<file path="src/rtl/fb_console_pkg.sv">
// fb_console_pkg: shared state type, control codes and default screen geometry
// for the text-mode console writer.
package fb_console_pkg;

  // Default geometry of the VGA text framebuffer
  localparam int         DEF_COLS       = 80;
  localparam int         DEF_ROWS       = 30;
  localparam int         DEF_ADDR_W     = 12;
  localparam logic [7:0] DEF_CLEAR_CHAR = 8'h20;

  // Control codes interpreted by the console
  localparam logic [7:0] CH_LF = 8'h0A;
  localparam logic [7:0] CH_CR = 8'h0D;
  localparam logic [7:0] CH_BS = 8'h08;
  localparam logic [7:0] CH_FF = 8'h0C;

  // Console sequencing state
  typedef enum logic [1:0] {
    CLR_SCREEN = 2'd0,
    IDLE       = 2'd1,
    CLR_LINE   = 2'd2
  } fb_console_state_t;

endpackage

</file>
<file path="src/rtl/fb_fill_engine.sv">
// fb_fill_engine: emits a run of consecutive fill-character writes starting at
// a given address. A start can either issue its first write on the same edge
// (start_now) or merely arm the run so writes begin on the following edge,
// which leaves the port free for a byte write on the start edge. done is high
// for one cycle after the final write has been issued.
module fb_fill_engine #(
  parameter int         ADDR_W    = 12,
  parameter int         LEN_W     = 12,
  parameter logic [7:0] FILL_CHAR = 8'h20,
  parameter int         RESET_LEN = 2400
) (
  input  logic              clk,
  input  logic              rst_n,
  input  logic              start,
  input  logic              start_now,
  input  logic [ADDR_W-1:0] start_addr,
  input  logic [LEN_W-1:0]  start_len,
  output logic              wr_en,
  output logic [ADDR_W-1:0] wr_addr,
  output logic [7:0]        wr_data,
  output logic              done
);

  localparam logic [ADDR_W-1:0] ADDR_ONE = ADDR_W'(1);
  localparam logic [LEN_W-1:0]  LEN_ONE  = LEN_W'(1);

  logic              active_reg, active_next;
  logic [ADDR_W-1:0] addr_reg, addr_next;
  logic [LEN_W-1:0]  cnt_reg, cnt_next;
  logic [LEN_W-1:0]  len_reg, len_next;

  assign wr_data = FILL_CHAR;

  // Run control: launch, step the address/count, and retire when count hits length
  always_comb begin
    active_next = active_reg;
    addr_next   = addr_reg;
    cnt_next    = cnt_reg;
    len_next    = len_reg;
    wr_en       = 1'b0;
    wr_addr     = addr_reg;
    done        = 1'b0;
    if (start) begin
      active_next = 1'b1;
      len_next    = start_len;
      if (start_now) begin
        wr_en    = 1'b1;
        wr_addr  = start_addr;
        cnt_next = LEN_ONE;
        // Hold the address at the last cell of a one-write run
        addr_next = (start_len == LEN_ONE) ? start_addr : start_addr + ADDR_ONE;
      end else begin
        addr_next = start_addr;
        cnt_next  = '0;
      end
    end else if (active_reg) begin
      if (cnt_reg != len_reg) begin
        wr_en    = 1'b1;
        cnt_next = cnt_reg + LEN_ONE;
        // Never step past the final address of the run
        if (cnt_next != len_reg) begin
          addr_next = addr_reg + ADDR_ONE;
        end
      end else begin
        done        = 1'b1;
        active_next = 1'b0;
      end
    end
  end

  // Run registers; reset arms a full-screen run from address 0
  always_ff @(posedge clk or negedge rst_n) begin
    if (!rst_n) begin
      active_reg <= 1'b1;
      addr_reg   <= '0;
      cnt_reg    <= '0;
      len_reg    <= LEN_W'(RESET_LEN);
    end else begin
      active_reg <= active_next;
      addr_reg   <= addr_next;
      cnt_reg    <= cnt_next;
      len_reg    <= len_next;
    end
  end

endmodule

</file>
<file path="src/rtl/fb_console.sv">
// fb_console: terminal-style byte stream to text framebuffer writer. Decodes
// LF/CR/BS/FF, tracks the cursor with a running row-base address and clears
// each newly entered row (or the whole screen) through fb_fill_engine.
module fb_console
  import fb_console_pkg::*;
#(
  parameter int         COLS       = DEF_COLS,
  parameter int         ROWS       = DEF_ROWS,
  parameter int         ADDR_W     = DEF_ADDR_W,
  parameter logic [7:0] CLEAR_CHAR = DEF_CLEAR_CHAR
) (
  input  logic              clk,
  input  logic              rst_n,
  input  logic [7:0]        char_data,
  input  logic              char_valid,
  output logic              char_ready,
  output logic [ADDR_W-1:0] fb_addr,
  output logic [7:0]        fb_data,
  output logic              fb_we,
  output logic [6:0]        cursor_col,
  output logic [4:0]        cursor_row,
  output logic              busy
);

  localparam int                CELLS     = COLS * ROWS;
  localparam int                LEN_W     = $clog2(CELLS + 1);
  localparam logic [6:0]        COL_LAST  = 7'(COLS - 1);
  localparam logic [4:0]        ROW_LAST  = 5'(ROWS - 1);
  localparam logic [ADDR_W-1:0] COLS_A    = ADDR_W'(COLS);
  localparam logic [LEN_W-1:0]  LINE_LEN  = LEN_W'(COLS);
  localparam logic [LEN_W-1:0]  SCREEN_LEN = LEN_W'(CELLS);

  fb_console_state_t state_reg, state_next;
  logic [6:0]        col_reg, col_next;
  logic [4:0]        row_reg, row_next;
  logic [ADDR_W-1:0] row_base_reg, row_base_next;

  logic              accept;
  logic [4:0]        wrap_row;
  logic [ADDR_W-1:0] wrap_base;
  logic              byte_we;
  logic [ADDR_W-1:0] byte_addr;
  logic [7:0]        byte_data;

  logic              fill_start;
  logic              fill_now;
  logic [ADDR_W-1:0] fill_base;
  logic [LEN_W-1:0]  fill_len;
  logic              fill_we;
  logic [ADDR_W-1:0] fill_addr;
  logic [7:0]        fill_data;
  logic              fill_done;

  assign char_ready = (state_reg == IDLE);
  assign busy       = (state_reg != IDLE);
  assign accept     = char_valid && char_ready;
  assign cursor_col = col_reg;
  assign cursor_row = row_reg;

  // Row below the cursor, wrapping from the last row back to row 0
  assign wrap_row  = (row_reg == ROW_LAST) ? 5'd0 : row_reg + 5'd1;
  assign wrap_base = (row_reg == ROW_LAST) ? '0 : row_base_reg + COLS_A;

  fb_fill_engine #(
    .ADDR_W    (ADDR_W),
    .LEN_W     (LEN_W),
    .FILL_CHAR (CLEAR_CHAR),
    .RESET_LEN (CELLS)
  ) u_fill (
    .clk        (clk),
    .rst_n      (rst_n),
    .start      (fill_start),
    .start_now  (fill_now),
    .start_addr (fill_base),
    .start_len  (fill_len),
    .wr_en      (fill_we),
    .wr_addr    (fill_addr),
    .wr_data    (fill_data),
    .done       (fill_done)
  );

  // Byte decode, cursor movement and clear-sequence launch
  always_comb begin
    state_next    = state_reg;
    col_next      = col_reg;
    row_next      = row_reg;
    row_base_next = row_base_reg;
    byte_we       = 1'b0;
    byte_addr     = row_base_reg + ADDR_W'(col_reg);
    byte_data     = char_data;
    fill_start    = 1'b0;
    fill_now      = 1'b0;
    fill_base     = wrap_base;
    fill_len      = LINE_LEN;
    case (state_reg)
      IDLE: begin
        if (accept) begin
          case (char_data)
            CH_LF: begin
              // Clear of the new row starts on this very edge
              col_next      = '0;
              row_next      = wrap_row;
              row_base_next = wrap_base;
              fill_start    = 1'b1;
              fill_now      = 1'b1;
              state_next    = CLR_LINE;
            end
            CH_CR: begin
              col_next = '0;
            end
            CH_BS: begin
              if (col_reg != 7'd0) begin
                col_next  = col_reg - 7'd1;
                byte_we   = 1'b1;
                byte_addr = row_base_reg + ADDR_W'(col_reg - 7'd1);
                byte_data = CLEAR_CHAR;
              end
            end
            CH_FF: begin
              col_next      = '0;
              row_next      = '0;
              row_base_next = '0;
              fill_start    = 1'b1;
              fill_now      = 1'b1;
              fill_base     = '0;
              fill_len      = SCREEN_LEN;
              state_next    = CLR_SCREEN;
            end
            default: begin
              byte_we = 1'b1;
              if (col_reg < COL_LAST) begin
                col_next = col_reg + 7'd1;
              end else begin
                // The printable owns the port this edge; the clear follows
                col_next      = '0;
                row_next      = wrap_row;
                row_base_next = wrap_base;
                fill_start    = 1'b1;
                fill_now      = 1'b0;
                state_next    = CLR_LINE;
              end
            end
          endcase
        end
      end
      CLR_LINE, CLR_SCREEN: begin
        if (fill_done) begin
          state_next = IDLE;
        end
      end
      default: begin
        state_next = IDLE;
      end
    endcase
  end

  // State and cursor registers; reset starts a full-screen clear from home
  always_ff @(posedge clk or negedge rst_n) begin
    if (!rst_n) begin
      state_reg    <= CLR_SCREEN;
      col_reg      <= '0;
      row_reg      <= '0;
      row_base_reg <= '0;
    end else begin
      state_reg    <= state_next;
      col_reg      <= col_next;
      row_reg      <= row_next;
      row_base_reg <= row_base_next;
    end
  end

  // Registered write port: byte writes and fill writes never coincide
  always_ff @(posedge clk or negedge rst_n) begin
    if (!rst_n) begin
      fb_we   <= 1'b0;
      fb_addr <= '0;
      fb_data <= '0;
    end else if (byte_we) begin
      fb_we   <= 1'b1;
      fb_addr <= byte_addr;
      fb_data <= byte_data;
    end else if (fill_we) begin
      fb_we   <= 1'b1;
      fb_addr <= fill_addr;
      fb_data <= fill_data;
    end else begin
      fb_we   <= 1'b0;
    end
  end

endmodule

</file>
<file path="config.mk">
export PLATFORM = sky130hd
export DESIGN_NAME = fb_console
export DESIGN_NICKNAME = d
export VERILOG_FILES = /design/src/rtl/fb_console_pkg.sv /design/src/rtl/fb_fill_engine.sv /design/src/rtl/fb_console.sv
export SDC_FILE = /design/constraint.sdc
export NUM_CORES = 1
export LEC_CHECK = 0
export CAP_MARGIN = 20
export CORE_MARGIN = 2
export CORE_UTILIZATION = 65
export CTS_CLUSTER_DIAMETER = 150
export DETAILED_ROUTE_END_ITERATION = 8
export DONT_BUFFER_PORTS = 1
export PLACE_DENSITY = 0.87
export REMOVE_ABC_BUFFERS = 1
export SETUP_SLACK_MARGIN = 0.5
export SLEW_MARGIN = 10
export SYNTH_ARGS = -nofsm -noshare
export SYNTH_HDL_FRONTEND = slang
export SYNTH_SLANG_ARGS = --single-unit
export TNS_END_PERCENT = 100
</file>
<file path="constraint.sdc">
create_clock -name clk -period 3.35 [get_ports clk]
set_input_delay 0.67 -clock clk [delete_from_list [all_inputs] [get_ports clk]]
set_output_delay 0.67 -clock clk [all_outputs]
set_load 0.02 [all_outputs]
</file>
== Word level (Yosys, flattened, before mapping) ==
Cells that the tools add are included.
Cells by class
  muxes and demuxes: 65
  equal/unequal tests: 17
  bitwise operators: 1
  reduce and logical (&&, ||, !) cells: 16
  add/subtract/negate cells: 10
  $lt $le $gt $ge: 1
Operators with widths (count)
  12-bit 2-to-1 mux: 25
  8-bit 2-to-1 mux: 6
  12-bit by 1-bit adder with 12-bit output (second input constant): 3
  12-bit one-hot mux with 3 select lines: 1
  8-bit by 4-bit == test with 1-bit output (second input constant): 4
  12-bit inequality test: 2
  1-bit 2-to-1 mux: 20
  5-bit one-hot mux with 3 select lines: 1
  7-bit 2-to-1 mux: 2
  7-bit one-hot mux with 2 select lines: 1
  12-bit adder: 1
  12-bit by 7-bit adder with 12-bit output: 1
  12-bit by 7-bit adder with 12-bit output (second input constant): 1
  12-bit by 1-bit == test with 1-bit output (second input constant): 1
  5-bit 2-to-1 mux: 2
  4-bit AND reduction: 2
  2-bit nonzero test: 4
  7-bit by 1-bit subtractor with 8-bit output (second input constant): 1
  7-bit by 1-bit adder with 7-bit output (second input constant): 1
  7-bit less-than comparator (second input constant): 1
  7-bit nonzero test: 1
  7-bit by 1-bit subtractor with 7-bit output (second input constant): 1
  2-bit 2-to-1 mux: 3
  2-bit inequality test (second input constant): 3
  other kinds (17): 22
Word-level totals
  output and inout port bits: 35
  input port bits: 11
  register bits after elaboration: 84
  word-level logic and storage cells: 121

== Depth between registers and ports, before layout ==
  depth after elaboration: 9
  depth in mapped cells: 12
  depth with buffers taken out: 12

== By module ==
Synthesis repeated with hierarchy kept, for this count alone.
Second synthesis, totals
  cells, all modules: 728
  area, all modules: 6481.2 um^2
Modules (own cells, without submodules)
  fb_console: area each 3742.3 um^2, cells each 432, times used 1, seq. area each 1176.1 um^2
  fb_fill_engine: area each 2738.9 um^2, cells each 296, times used 1, seq. area each 932.1 um^2

== Worst setup path before layout ==
No wires, ideal clock.
  path type: input-to-reg
  start: in char_data[4]
  end: reg fb_addr[0]
  slack: 212 ps
  stages on the path: 10
  library setup time: 125 ps
  buffers on the path: 3
  data required time: 3225 ps
  arrival time: 3013 ps
  cells stage by stage: or4_4 -> or4_1 -> buf_2 -> o31a_1 -> buf_6 -> and2_4 -> buf_6 -> nor3_4 -> inv_4 -> mux2_4
Between the ends
  word-level cells in the longest chain between the ends: 9
  elaborated cells between the ends (all ways): 29
  classes of those cells: eq/ne: 4; mux: 21; reduce/logical: 4
RTL lines
  start, declared: line fb_console.sv:14  | input logic [7:0] char_data,
  8-bit by 4-bit == test with 1-bit output: line fb_console.sv:98  | case (char_data)
  2-bit OR reduction (no source line)
  1-bit 2-to-1 mux
  1-bit 2-to-1 mux: line fb_console.sv:97  | if (accept) begin
  1-bit 2-to-1 mux: line fb_console.sv:95  | case (state_reg)
  12-bit 2-to-1 mux: line fb_fill_engine.sv:46  | if (start_now) begin
  12-bit 2-to-1 mux: line fb_fill_engine.sv:43  | if (start) begin
  12-bit 2-to-1 mux: line fb_console.sv:182  | end else if (fill_we) begin
  12-bit 2-to-1 mux: line fb_console.sv:178  | end else if (byte_we) begin
  end signal, assigned: line fb_console.sv:180  | fb_addr <= byte_addr;
  end signal, assigned: line fb_console.sv:184  | fb_addr <= fill_addr;
  end, declared: line fb_console.sv:17  | output logic [ADDR_W-1:0] fb_addr,
Several ways; a longest one is shown, not always the timed one. The select of a mux whose other input is x is not followed.
A chain may end at the register's enable or synchronous reset.

== Final worst setup path ==
  start: reg col_reg[1], in the netlist cursor_col[1]
  end: reg fb_addr[8]
Between the ends
  word-level cells in the longest chain between the ends: 8
  elaborated cells between the ends (all ways): 22
  classes of those cells: add/sub: 3; order compare: 1; mux: 16; reduce/logical: 2
RTL lines
  start, declared: line fb_console.sv:34  | logic [6:0] col_reg, col_next;
  start signal, assigned: line fb_console.sv:166  | col_reg <= col_next;
  branches (longest 8 deep; another with 12-bit adder)
Several ways; the timed one is not identified. The select of a mux whose other input is x is not followed.

==> impl_metrics.yaml <==
global_routing:
  antenna_found_initial: 0
  grt_pass1_vias: 5323
  grt_max_degree: 73
  grt_pass1_wl_um: 26500
  grt_overflow: 0
  grt_usage_pct: 34.6
sta:
  slew_headroom_pct: 41.2
  fin_crit_ns: 2.90
  fin_skew_ns: 0.0118
  maxSlewViolCount: 0
  worst_pin_slew_ns: 0.873
  finalHoldViolCount: 0
  finalSetupViolCount: 0
  period_share_pct: 86.4
  max_freq_ghz: 0.345
  rsz0062_at_grt: "yes"
route:
  drc: 0
  wire_per_inst_um: 20.8
  drt-vias-per-instance: 7.00
  drtPass1Iterations: 5
  drt_iter0_markers: 544
  via_count: 5517
  routed_wl_um: 16400
  final_antenna_net_count: 0
synthesis:
  syn_area_mm2: 0.00560
  synth-edff-count: 0
  synth_cells: 661
  yosys.area.top_type: "dfrtp_1"
  synth_warnings: 0
  syn_avg_cell_area_um2: 8.47
  ys_seq_area_share_pct: 33.1
  synth_seq_cells: 74
  synth_flop_cell: "dfrtp_1"
  yosys.cell_types.count: 72
  synthTopCellsByArea: "dfrtp_1 (32%), ha_1 (6.9%), nand2_1 (4.6%)"
  synth_top_area_share_pct: 32.2
  synthArstFlopShare_pct: 100
placed_design:
  io_buffers: 0
  dp_hpwl_um: 11300
  gp_congestion: 0.953
floorplanning:
  rows: 33
  fp.dieH_um: 96.8
  pin_count: 46
  dieArea_mm2: 0.00938
  initial_core_util_pct: 67.5
  chipWidth_um: 96.8
  core_area_mm2: 0.00830
finish:
  area_growth_pct: 12.4
  layout-drive-gt1-share_pct: 15.7
  layout.nets: 722
  final_core_util_pct: 75.8
  n_antenna_cell: 0
critical_path:
  cp.arrival_ns: 3.16
  critPathLaunch: "cursor_col[1]"
  cpPeakStageDelay_ns: 0.43
  crit_path_start_kind: "register"
  endpoint_kind: "register"
  slowest_stage: "dfrtp_1"
  crit_top_cell: "or3_4"
  crit_family: "simple AND/OR/NAND/NOR gates"
  worstPathCellList: "or3_4 -> or3_4 -> xnor2_2 -> ha_1 -> nand2_2 -> o21ai_2 -> o41ai_2 -> xor2_1 -> mux2i_1 -> mux2_4"
  cp.buffers_inverters: 0
  path_max_fanout: 4
  cp.required_ns: 3.61
  timing.rr.start: "cursor_col[1]"
  path_class: "reg -> reg"
power:
  ir_worst_vdd_mv: 0.549
  p_per_area_mw_per_mm2: 740
  total_power_mw: 4.66
  leakage_nw: 2.65
clock_network:
  clk_pin_slew_ns: 0.09
  cts_buffers: 9
  clk_latency_ns: 0.37
  clock_sinks: 74
  cts_htree_levels: 3
  clockBufferDepth: 2
  cts_tree: "yes"
  root_buffer: "clkbuf_8"
status:
  outcome: "complete, no violations"
hold_path:
  hold_path_class: "in -> async"
job:
  drv_cap: 0
[cells in the mapped netlist, types with 4 or more instances]
cell,count
o22a_1,4
dfrtp_1,72
nor2b_1,7
a21o_1,6
a31oi_1,7
and3_1,11
a22o_1,7
nor4_1,5
xor2_1,26
nand2_1,68
a2bb2oi_1,4
a211oi_1,10
o21a_1,4
a21oi_1,37
inv_1,20
or3_1,10
o22ai_1,5
xnor2_1,24
ha_1,31
o31ai_1,11
and2_1,5
buf_2,5
o21ai_0,44
nor2_1,49
clkbuf_1,25
o211ai_1,11
nand4_1,15
and4_1,5
nand3_1,27
nand2b_1,7
nor3_1,24
mux2i_1,7
[metal layers]
metal	track usage, %	vias to the layer above	routed length, um
met5	0	-	0
met3	5.64	70	1620
met4	13.1	0	534
met2	56.1	366	7800
li1	-	2475	-
met1	46.9	2606	6430
[final cells by class]
cell class                 instances  area (um^2)
sequential                        74         1860
inverter                          21         81.3
tap                              105          131
clock inverter                     7         77.6
multi-input combinational        531         3690
timing repair buffer              41          332
fill                             553         2000
clock buffer                       9          124
[timing repair]
item,CTS,global route
endpoints found under the setup margin,19,30
buffers inserted,4,6
hold buffers,1,0
gates resized for setup,16,29
pin swaps,6,13
endpoints found under the hold margin,72,0
[layout by cell type (no fill, tap or decap), types with 9 or more instances in the layout]
cell	n
dfrtp_1	67
nand2_1	66
nor2_1	45
o21ai_0	41
buf_4	39
a21oi_1	35
ha_1	29
nand3_1	27
xor2_1	26
nor3_1	24
xnor2_1	22
inv_1	19
nand4_1	15
and3_1	11
o211ai_1	11
o31ai_1	10
a211oi_1	10
clkbuf_8	9
[cell families after synthesis]
| group | count (synthesis) | share of synthesized area (%) |
|---|---|---|
| multiplexers | 10 | 1.92 |
| buffers and inverters | 56 | 4.31 |
| flip-flops | 74 | 33.1 |
| AND/OR/NAND/NOR | 254 | 23.1 |
| adder cells (fa/ha/maj) | 34 | 7.82 |
| XOR/XNOR | 50 | 7.82 |
| AO/OA/AOI/OAI | 183 | 21.9 |
[stage by stage]
step           cells  area [um^2]  TNS (ns)  hold WS [ns]  setup slack, ns
2_1_floorplan    626         5440     -6.39         0.374           -0.495
3_3_place_gp     761         5820         0         0.378            0.272
3_5_place_dp     761         5820         0         0.376            0.121
4_1_cts          782         6150         0         0.129            0.468
5_1_grt          788         6290         0         0.123            0.375
6_report         788         6290         0         0.134            0.455
[report_power, final]
group          internal [mW]  total (mW)  switching, mW
clock network          0.351       0.737          0.387
logic                  0.940        2.21           1.27
registers               1.18        1.71          0.536
[path summary, 6_finish.rpt]
| kind | endpoint | slack, ns | depth (start not counted) |
|---|---|---|---|
| max | fb_addr[8] | 0.45 | 10 |
| min | u_fill.len_reg[8] | 0.13 | 0 |
| max reg2reg | fb_addr[8] | 0.45 | 10 |
| min reg2reg | u_fill.addr_reg[5] | 0.54 | 1 |
| max in group asynchronous | row_base_reg[0] | 2.87 | 1 |
| min in group clk | fb_data[5] | 0.42 | 2 |
Power figures use the tool's default switching activity.
